## src/rtl/bcd_scan_display.sv

```systemverilog
// Multi-digit 7-segment driver: sequential double-dabble binary-to-BCD conversion
// behind a valid/busy handshake, saturation to all-nines, and time-multiplexed
// digit scanning with optional leading-zero blanking.
module bcd_scan_display #(
    parameter int unsigned DIGITS         = 4,
    parameter int unsigned DATA_W         = 14,
    parameter int unsigned REFRESH_CYCLES = 250_000,
    parameter int unsigned BLANK_LZ       = 1,
    parameter int unsigned SEG_ACTIVE_LOW = 0
) (
    input  logic              CLK,
    input  logic              RESET_N,
    input  logic [DATA_W-1:0] DATA_IN,
    input  logic              DATA_VALID,
    output logic              BUSY,
    output logic              OVERFLOW,
    output logic [6:0]        SEGMENTS,
    output logic [DIGITS-1:0] DIGIT_EN
);

    localparam int unsigned BCD_W = 4 * DIGITS;
    localparam int unsigned CNT_W = $clog2(DATA_W + 1);
    localparam int unsigned REF_W = $clog2(REFRESH_CYCLES);
    localparam int unsigned IDX_W = $clog2(DIGITS);

    // Largest displayable value, 10^DIGITS - 1.
    function automatic longint unsigned max_value(input int unsigned n);
        longint unsigned v;
        v = 1;
        for (int unsigned i = 0; i < n; i++) begin
            v = v * 10;
        end
        return v - 1;
    endfunction

    localparam logic [31:0]      MAX_VAL   = 32'(max_value(DIGITS));
    localparam logic [BCD_W-1:0] ALL_NINES = {DIGITS{4'd9}};
    localparam logic [6:0]       RESET_SEG = (SEG_ACTIVE_LOW != 0) ? 7'b0000001 : 7'b1111110;

    typedef enum logic [1:0] {
        StIdle,
        StShift,
        StCommit
    } state_e;

    state_e             state_q;
    logic [DATA_W-1:0]  data_q;
    logic [BCD_W-1:0]   bcd_q;
    logic [CNT_W-1:0]   cnt_q;
    logic               ovf_flag_q;
    logic               busy_q;
    logic [BCD_W-1:0]   disp_q;
    logic               overflow_q;

    logic [31:0]        data_ext;
    logic               data_over;
    logic [BCD_W-1:0]   bcd_adj;
    logic [BCD_W-1:0]   bcd_shift;

    // Overflow decision and one double-dabble step (add-3 then shift in next bit).
    always_comb begin
        data_ext  = 32'(DATA_IN);
        data_over = (data_ext > MAX_VAL);
        bcd_adj   = bcd_q;
        for (int i = 0; i < int'(DIGITS); i++) begin
            if (bcd_q[4*i +: 4] >= 4'd5) begin
                bcd_adj[4*i +: 4] = bcd_q[4*i +: 4] + 4'd3;
            end
        end
        // Top bit of the scratch register falls off here.
        bcd_shift = {bcd_adj[BCD_W-2:0], data_q[DATA_W-1]};
    end

    // Converter FSM with registered BUSY, display register and OVERFLOW.
    always_ff @(posedge CLK or negedge RESET_N) begin
        if (!RESET_N) begin
            state_q    <= StIdle;
            data_q     <= '0;
            bcd_q      <= '0;
            cnt_q      <= '0;
            ovf_flag_q <= 1'b0;
            busy_q     <= 1'b0;
            disp_q     <= '0;
            overflow_q <= 1'b0;
        end else begin
            case (state_q)
                StIdle: begin
                    if (DATA_VALID) begin
                        data_q     <= DATA_IN;
                        bcd_q      <= '0;
                        cnt_q      <= '0;
                        ovf_flag_q <= data_over;
                        busy_q     <= 1'b1;
                        state_q    <= StShift;
                    end
                end
                StShift: begin
                    bcd_q  <= bcd_shift;
                    data_q <= {data_q[DATA_W-2:0], 1'b0};
                    if (cnt_q == CNT_W'(DATA_W - 1)) begin
                        state_q <= StCommit;
                    end else begin
                        cnt_q <= cnt_q + 1'b1;
                    end
                end
                StCommit: begin
                    disp_q     <= ovf_flag_q ? ALL_NINES : bcd_q;
                    overflow_q <= ovf_flag_q;
                    busy_q     <= 1'b0;
                    state_q    <= StIdle;
                end
                default: begin
                    busy_q  <= 1'b0;
                    state_q <= StIdle;
                end
            endcase
        end
    end

    assign BUSY     = busy_q;
    assign OVERFLOW = overflow_q;

    // Active-high segment code for one BCD nibble; non-decimal nibbles go blank.
    function automatic logic [6:0] seg_code(input logic [3:0] nib);
        case (nib)
            4'd0:    return 7'b1111110;
            4'd1:    return 7'b0110000;
            4'd2:    return 7'b1101101;
            4'd3:    return 7'b1111001;
            4'd4:    return 7'b0110011;
            4'd5:    return 7'b1011011;
            4'd6:    return 7'b1011111;
            4'd7:    return 7'b1110000;
            4'd8:    return 7'b1111111;
            4'd9:    return 7'b1110011;
            default: return 7'b0000000;
        endcase
    endfunction

    logic [REF_W-1:0]  ref_q;
    logic [REF_W-1:0]  ref_d;
    logic [IDX_W-1:0]  idx_q;
    logic [IDX_W-1:0]  idx_d;
    logic [DIGITS-1:0] en_q;
    logic [DIGITS-1:0] en_d;
    logic [6:0]        seg_q;
    logic [6:0]        seg_d;
    logic [DIGITS-1:0] zero_above;
    logic              zero_acc;
    logic [3:0]        nib_sel;
    logic              blank_sel;

    // Refresh counter, digit index and the segment pattern for the next enabled digit.
    always_comb begin
        if (ref_q == REF_W'(REFRESH_CYCLES - 1)) begin
            ref_d = '0;
            idx_d = (idx_q == IDX_W'(DIGITS - 1)) ? '0 : idx_q + 1'b1;
        end else begin
            ref_d = ref_q + 1'b1;
            idx_d = idx_q;
        end

        // zero_above[i]: nibbles i..DIGITS-1 are all zero.
        zero_acc = 1'b1;
        for (int i = int'(DIGITS) - 1; i >= 0; i--) begin
            zero_acc      = zero_acc && (disp_q[4*i +: 4] == 4'd0);
            zero_above[i] = zero_acc;
        end

        nib_sel   = disp_q[3:0];
        blank_sel = 1'b0;
        for (int i = 0; i < int'(DIGITS); i++) begin
            if (idx_d == IDX_W'(i)) begin
                nib_sel   = disp_q[4*i +: 4];
                blank_sel = (BLANK_LZ != 0) && (i != 0) && zero_above[i];
            end
        end

        seg_d = blank_sel ? 7'b0000000 : seg_code(nib_sel);
        if (SEG_ACTIVE_LOW != 0) begin
            seg_d = ~seg_d;
        end
        en_d = DIGITS'(1) << idx_d;
    end

    // Scan registers; SEGMENTS and DIGIT_EN change on the same edge.
    always_ff @(posedge CLK or negedge RESET_N) begin
        if (!RESET_N) begin
            ref_q <= '0;
            idx_q <= '0;
            en_q  <= DIGITS'(1);
            seg_q <= RESET_SEG;
        end else begin
            ref_q <= ref_d;
            idx_q <= idx_d;
            en_q  <= en_d;
            seg_q <= seg_d;
        end
    end

    assign SEGMENTS = seg_q;
    assign DIGIT_EN = en_q;

endmodule

```

## config.mk

```make
export PLATFORM = sky130hd
export DESIGN_NAME = bcd_scan_display
export DESIGN_NICKNAME = d
export VERILOG_FILES = /design/src/rtl/bcd_scan_display.sv
export SDC_FILE = /design/constraint.sdc
export NUM_CORES = 1
export LEC_CHECK = 0
export CORE_ASPECT_RATIO = 1.2
export CORE_MARGIN = 10
export CORE_UTILIZATION = 30
export CTS_BUF_LIST = sky130_fd_sc_hd__clkbuf_16
export DETAILED_ROUTE_END_ITERATION = 10
export SETUP_SLACK_MARGIN = 0.4
export SLEW_MARGIN = 20
export SYNTH_ARGS = -nofsm -noshare
export SYNTH_HDL_FRONTEND = slang
export SYNTH_SLANG_ARGS = --single-unit
export TNS_END_PERCENT = 100
```

## constraint.sdc

```tcl
create_clock -name CLK -period 5.3 [get_ports CLK]
set_clock_uncertainty 0.15 [all_clocks]
set_input_delay 1.59 -clock CLK [delete_from_list [all_inputs] [get_ports CLK]]
set_output_delay 1.59 -clock CLK [all_outputs]
set_load 0.02 [all_outputs]
```

==> impl_metrics.env <==
export IMPL_status="finished, final reports clean"
export IMPL_drc_errors=0
export IMPL_multi_input_area_sq_mm=0.00224
export IMPL_clk_pin_slew_ps=60
export IMPL_detailed_place_hpwl_mm=6.71
export IMPL_synthFlopType="dfrtp_1"
export IMPL_gp_congestion=0.840
export IMPL_setup_violations=0
export IMPL_rsz0062_at_grt="no"
export IMPL_antenna_found_initial=0
export IMPL_drt_iter0_drc=311
export IMPL_die_area_sq_mm=0.0205
export IMPL_num_vias=3469
export IMPL_wl_per_cell_microns=13.0
export IMPL_critPathMaxFanout=11
export IMPL_tightest_slew_ps=906
export IMPL_cp_required_ps=5420
export IMPL_drive_gt1_frac=0.0757
export IMPL_cts_resized=0
export IMPL_synth_edf_count=0
export IMPL_synth_area_sq_mm=0.00455
export IMPL_hold_path_class="reg2reg"
export IMPL_core_area_sq_mm=0.0150
export IMPL_synth_seq_cells=86
export IMPL_start_util=0.304
export IMPL_holdPathStages=2
export IMPL_postSynth_asyncResetShare=1.00
export IMPL_io_pins=30
export IMPL_grt_ovfl_total=0
export IMPL_synthCells=487
export IMPL_slew_headroom=0.395
export IMPL_max_vdd_ir_drop_mv=0.279
export IMPL_grt_first_pass_wirelength_mm=16.8
export IMPL_hold_buffers=0
export IMPL_rows=49
export IMPL_grt_pass1_vias=3580
export IMPL_min_period_ps=3480
export IMPL_maxCapViolCount=0
export IMPL_insertion_delay_ps=340
export IMPL_max_freq_mhz=287
export IMPL_routed_via_density=4.82
export IMPL_fillers=1555
export IMPL_layout_common_cells="dfrtp_1 (79), nand2_1 (79), o21ai_0 (48)"
export IMPL_seq_area_frac_synth=0.475
export IMPL_avgSynthCellArea_sq_um=9.34
export IMPL_finalHoldViolCount=0
export IMPL_cts_tree="built"
export IMPL_ant_nets=0
export IMPL_synth_area_top_cells="dfrtp_1 (43%), nand2_1 (6.5%), o21ai_0 (5.3%)"
export IMPL_wirelength_mm=9.35
export IMPL_slew_viol_final=0
export IMPL_nNetsFinal=544
export IMPL_rr_worst_depth=8
export IMPL_die_width_microns=132
export IMPL_clock_path_buffers=2
export IMPL_syn_to_final_growth_pct=16.3
export IMPL_port_buffers=29
export IMPL_cts_inserted_buffers=9
export IMPL_crit_type="reg2reg"
export IMPL_grt_use_total=0.0950
export IMPL_fin_crit_sh=0.657
export IMPL_endpoint_kind="flip-flop"
export IMPL_synth_distinct_cells=55
export IMPL_post_cts_buffers=0
export IMPL_drtPass1Iterations=4
export IMPL_grt_max_degree=57
export IMPL_power_density_mw_per_mm2=468
export IMPL_final_area_sq_mm=0.00529
export IMPL_syn_nets=521
export IMPL_yosysTopAreaCell="dfrtp_1"
export IMPL_cts_max_level=3
export IMPL_leakagePower_nw=2.33
export IMPL_cp_start_kind="flip-flop"
export IMPL_setup_tns_ps=0
export IMPL_n_antenna_cell=0
export IMPL_die_h_microns=155
export IMPL_cts_sinks=86
export IMPL_yosysWarnings=0
export IMPL_arrival_ps=3600
export IMPL_synth_top_cell_area_share=0.435
export IMPL_placed_cell_area_sq_mm=0.00503
export IMPL_seq_area_sq_mm=0.00216
export IMPL_clockRootBuffer="clkbuf_16"
-- registers in the layout, indices dropped and copies added (netlist names), 2 cells and up --
register / flops
idx_q: 2
state_q: 2
SEGMENTS: 7
cnt_q: 4
disp_q: 16
ref_q: 18
DIGIT_EN: 4
bcd_q: 16
data_q: 14
-- critical path, stage by stage, from the launching register on --
cell	delay [ps]
dfrtp_1	420
nor2_1	200
nand4_1	460
or4_4	670
and2_1	330
mux2_2	390
ha_1	320
mux2_1	310
o21ai_1	150
-- per-layer routing --
layer	global-route usage	routed length, microns	vias up
li1	-	-	1736
met1	0.113	4350	1674
met2	0.161	4490	49
met3	0.0277	386	10
met4	0.0320	125	0
met5	0	0	-
-- kinds of logic (layout without fill, tap and decap cells) --
| group | Yosys count | in the layout | share of synthesized area |
|---|---|---|---|
| xor gates and xnor gates | 21 | 21 | 0.0405 |
| muxes | 25 | 25 | 0.0622 |
| and+or+nand+nor | 193 | 193 | 0.202 |
| adders and majority gates | 17 | 17 | 0.0468 |
| AOI/OAI and AO/OA | 108 | 108 | 0.141 |
| buffers and inverters | 37 | 65 | 0.0327 |
| DFF | 86 | 86 | 0.475 |
-- path summary, 6_finish.rpt --
path,from,slack (ps),to
min reg2reg,data_q[9],330,data_q[9]
max,ref_q[13],1820,SEGMENTS[3]
max in group asynchronous,RESET_N,2960,DIGIT_EN[0]
max reg2reg,ref_q[13],1820,SEGMENTS[3]
min in group asynchronous,RESET_N,1160,bcd_q[15]
min,data_q[9],330,data_q[9]
-- report_power, final --
part	internal (mW)	total [mW]	switching (mW)	leakage [nW]
Sequential	0.854	1.03	0.175	1.11
Clock	0.310	0.558	0.248	0.135
Combinational	0.407	0.888	0.481	1.09
Total	1.57	2.48	0.904	2.33
-- cells in the mapped netlist (2+ instances only) --
cell type and n:
xnor2_1 12, or3_1 4, nor3_1 5, nand2b_1 18, and3_1 9, a311o_1 2
nand3_1 18, xor2_1 9, nor2_1 37, or2_1 2, a21oi_1 20, nor4_1 4
o21ai_1 5, o31ai_1 8, dfstp_2 7, nand2_1 79, a211oi_1 8, a22oi_1 5
mux2_4 3, o21ai_0 48, inv_2 2, dfrtp_1 79, mux2_2 3, clkbuf_1 17
buf_2 2, mux2i_1 17, inv_1 15, nand4_1 3, and2_1 3, ha_1 17
nor2b_1 2
-- area by class of cell --
class / instances / area share
repair buffers: 32 / 0.0587
multi-input cells: 364 / 0.424
clock buffers: 9 / 0.0426
flip-flops and latches: 86 / 0.408
well taps: 204 / 0.0482
clock inverters: 7 / 0.00639
inverters: 17 / 0.0121
-- metrics by stage --
step / setup WS [ps] / cells / power (mW) / hold slack, ps / util
after floorplan: 2500 / 487 / 1.69 / 299 / -
after global placement: 1950 / 703 / 1.90 / 311 / 0.336
after detailed placement: 1830 / 703 / 1.94 / 319 / 0.336
after CTS: 1810 / 719 / 2.51 / 334 / 0.354
after global routing: 1520 / 719 / 2.71 / 364 / 0.354
final: 1820 / 719 / 2.48 / 331 / 0.354
Note: power is estimated with default switching activity, not from simulation.
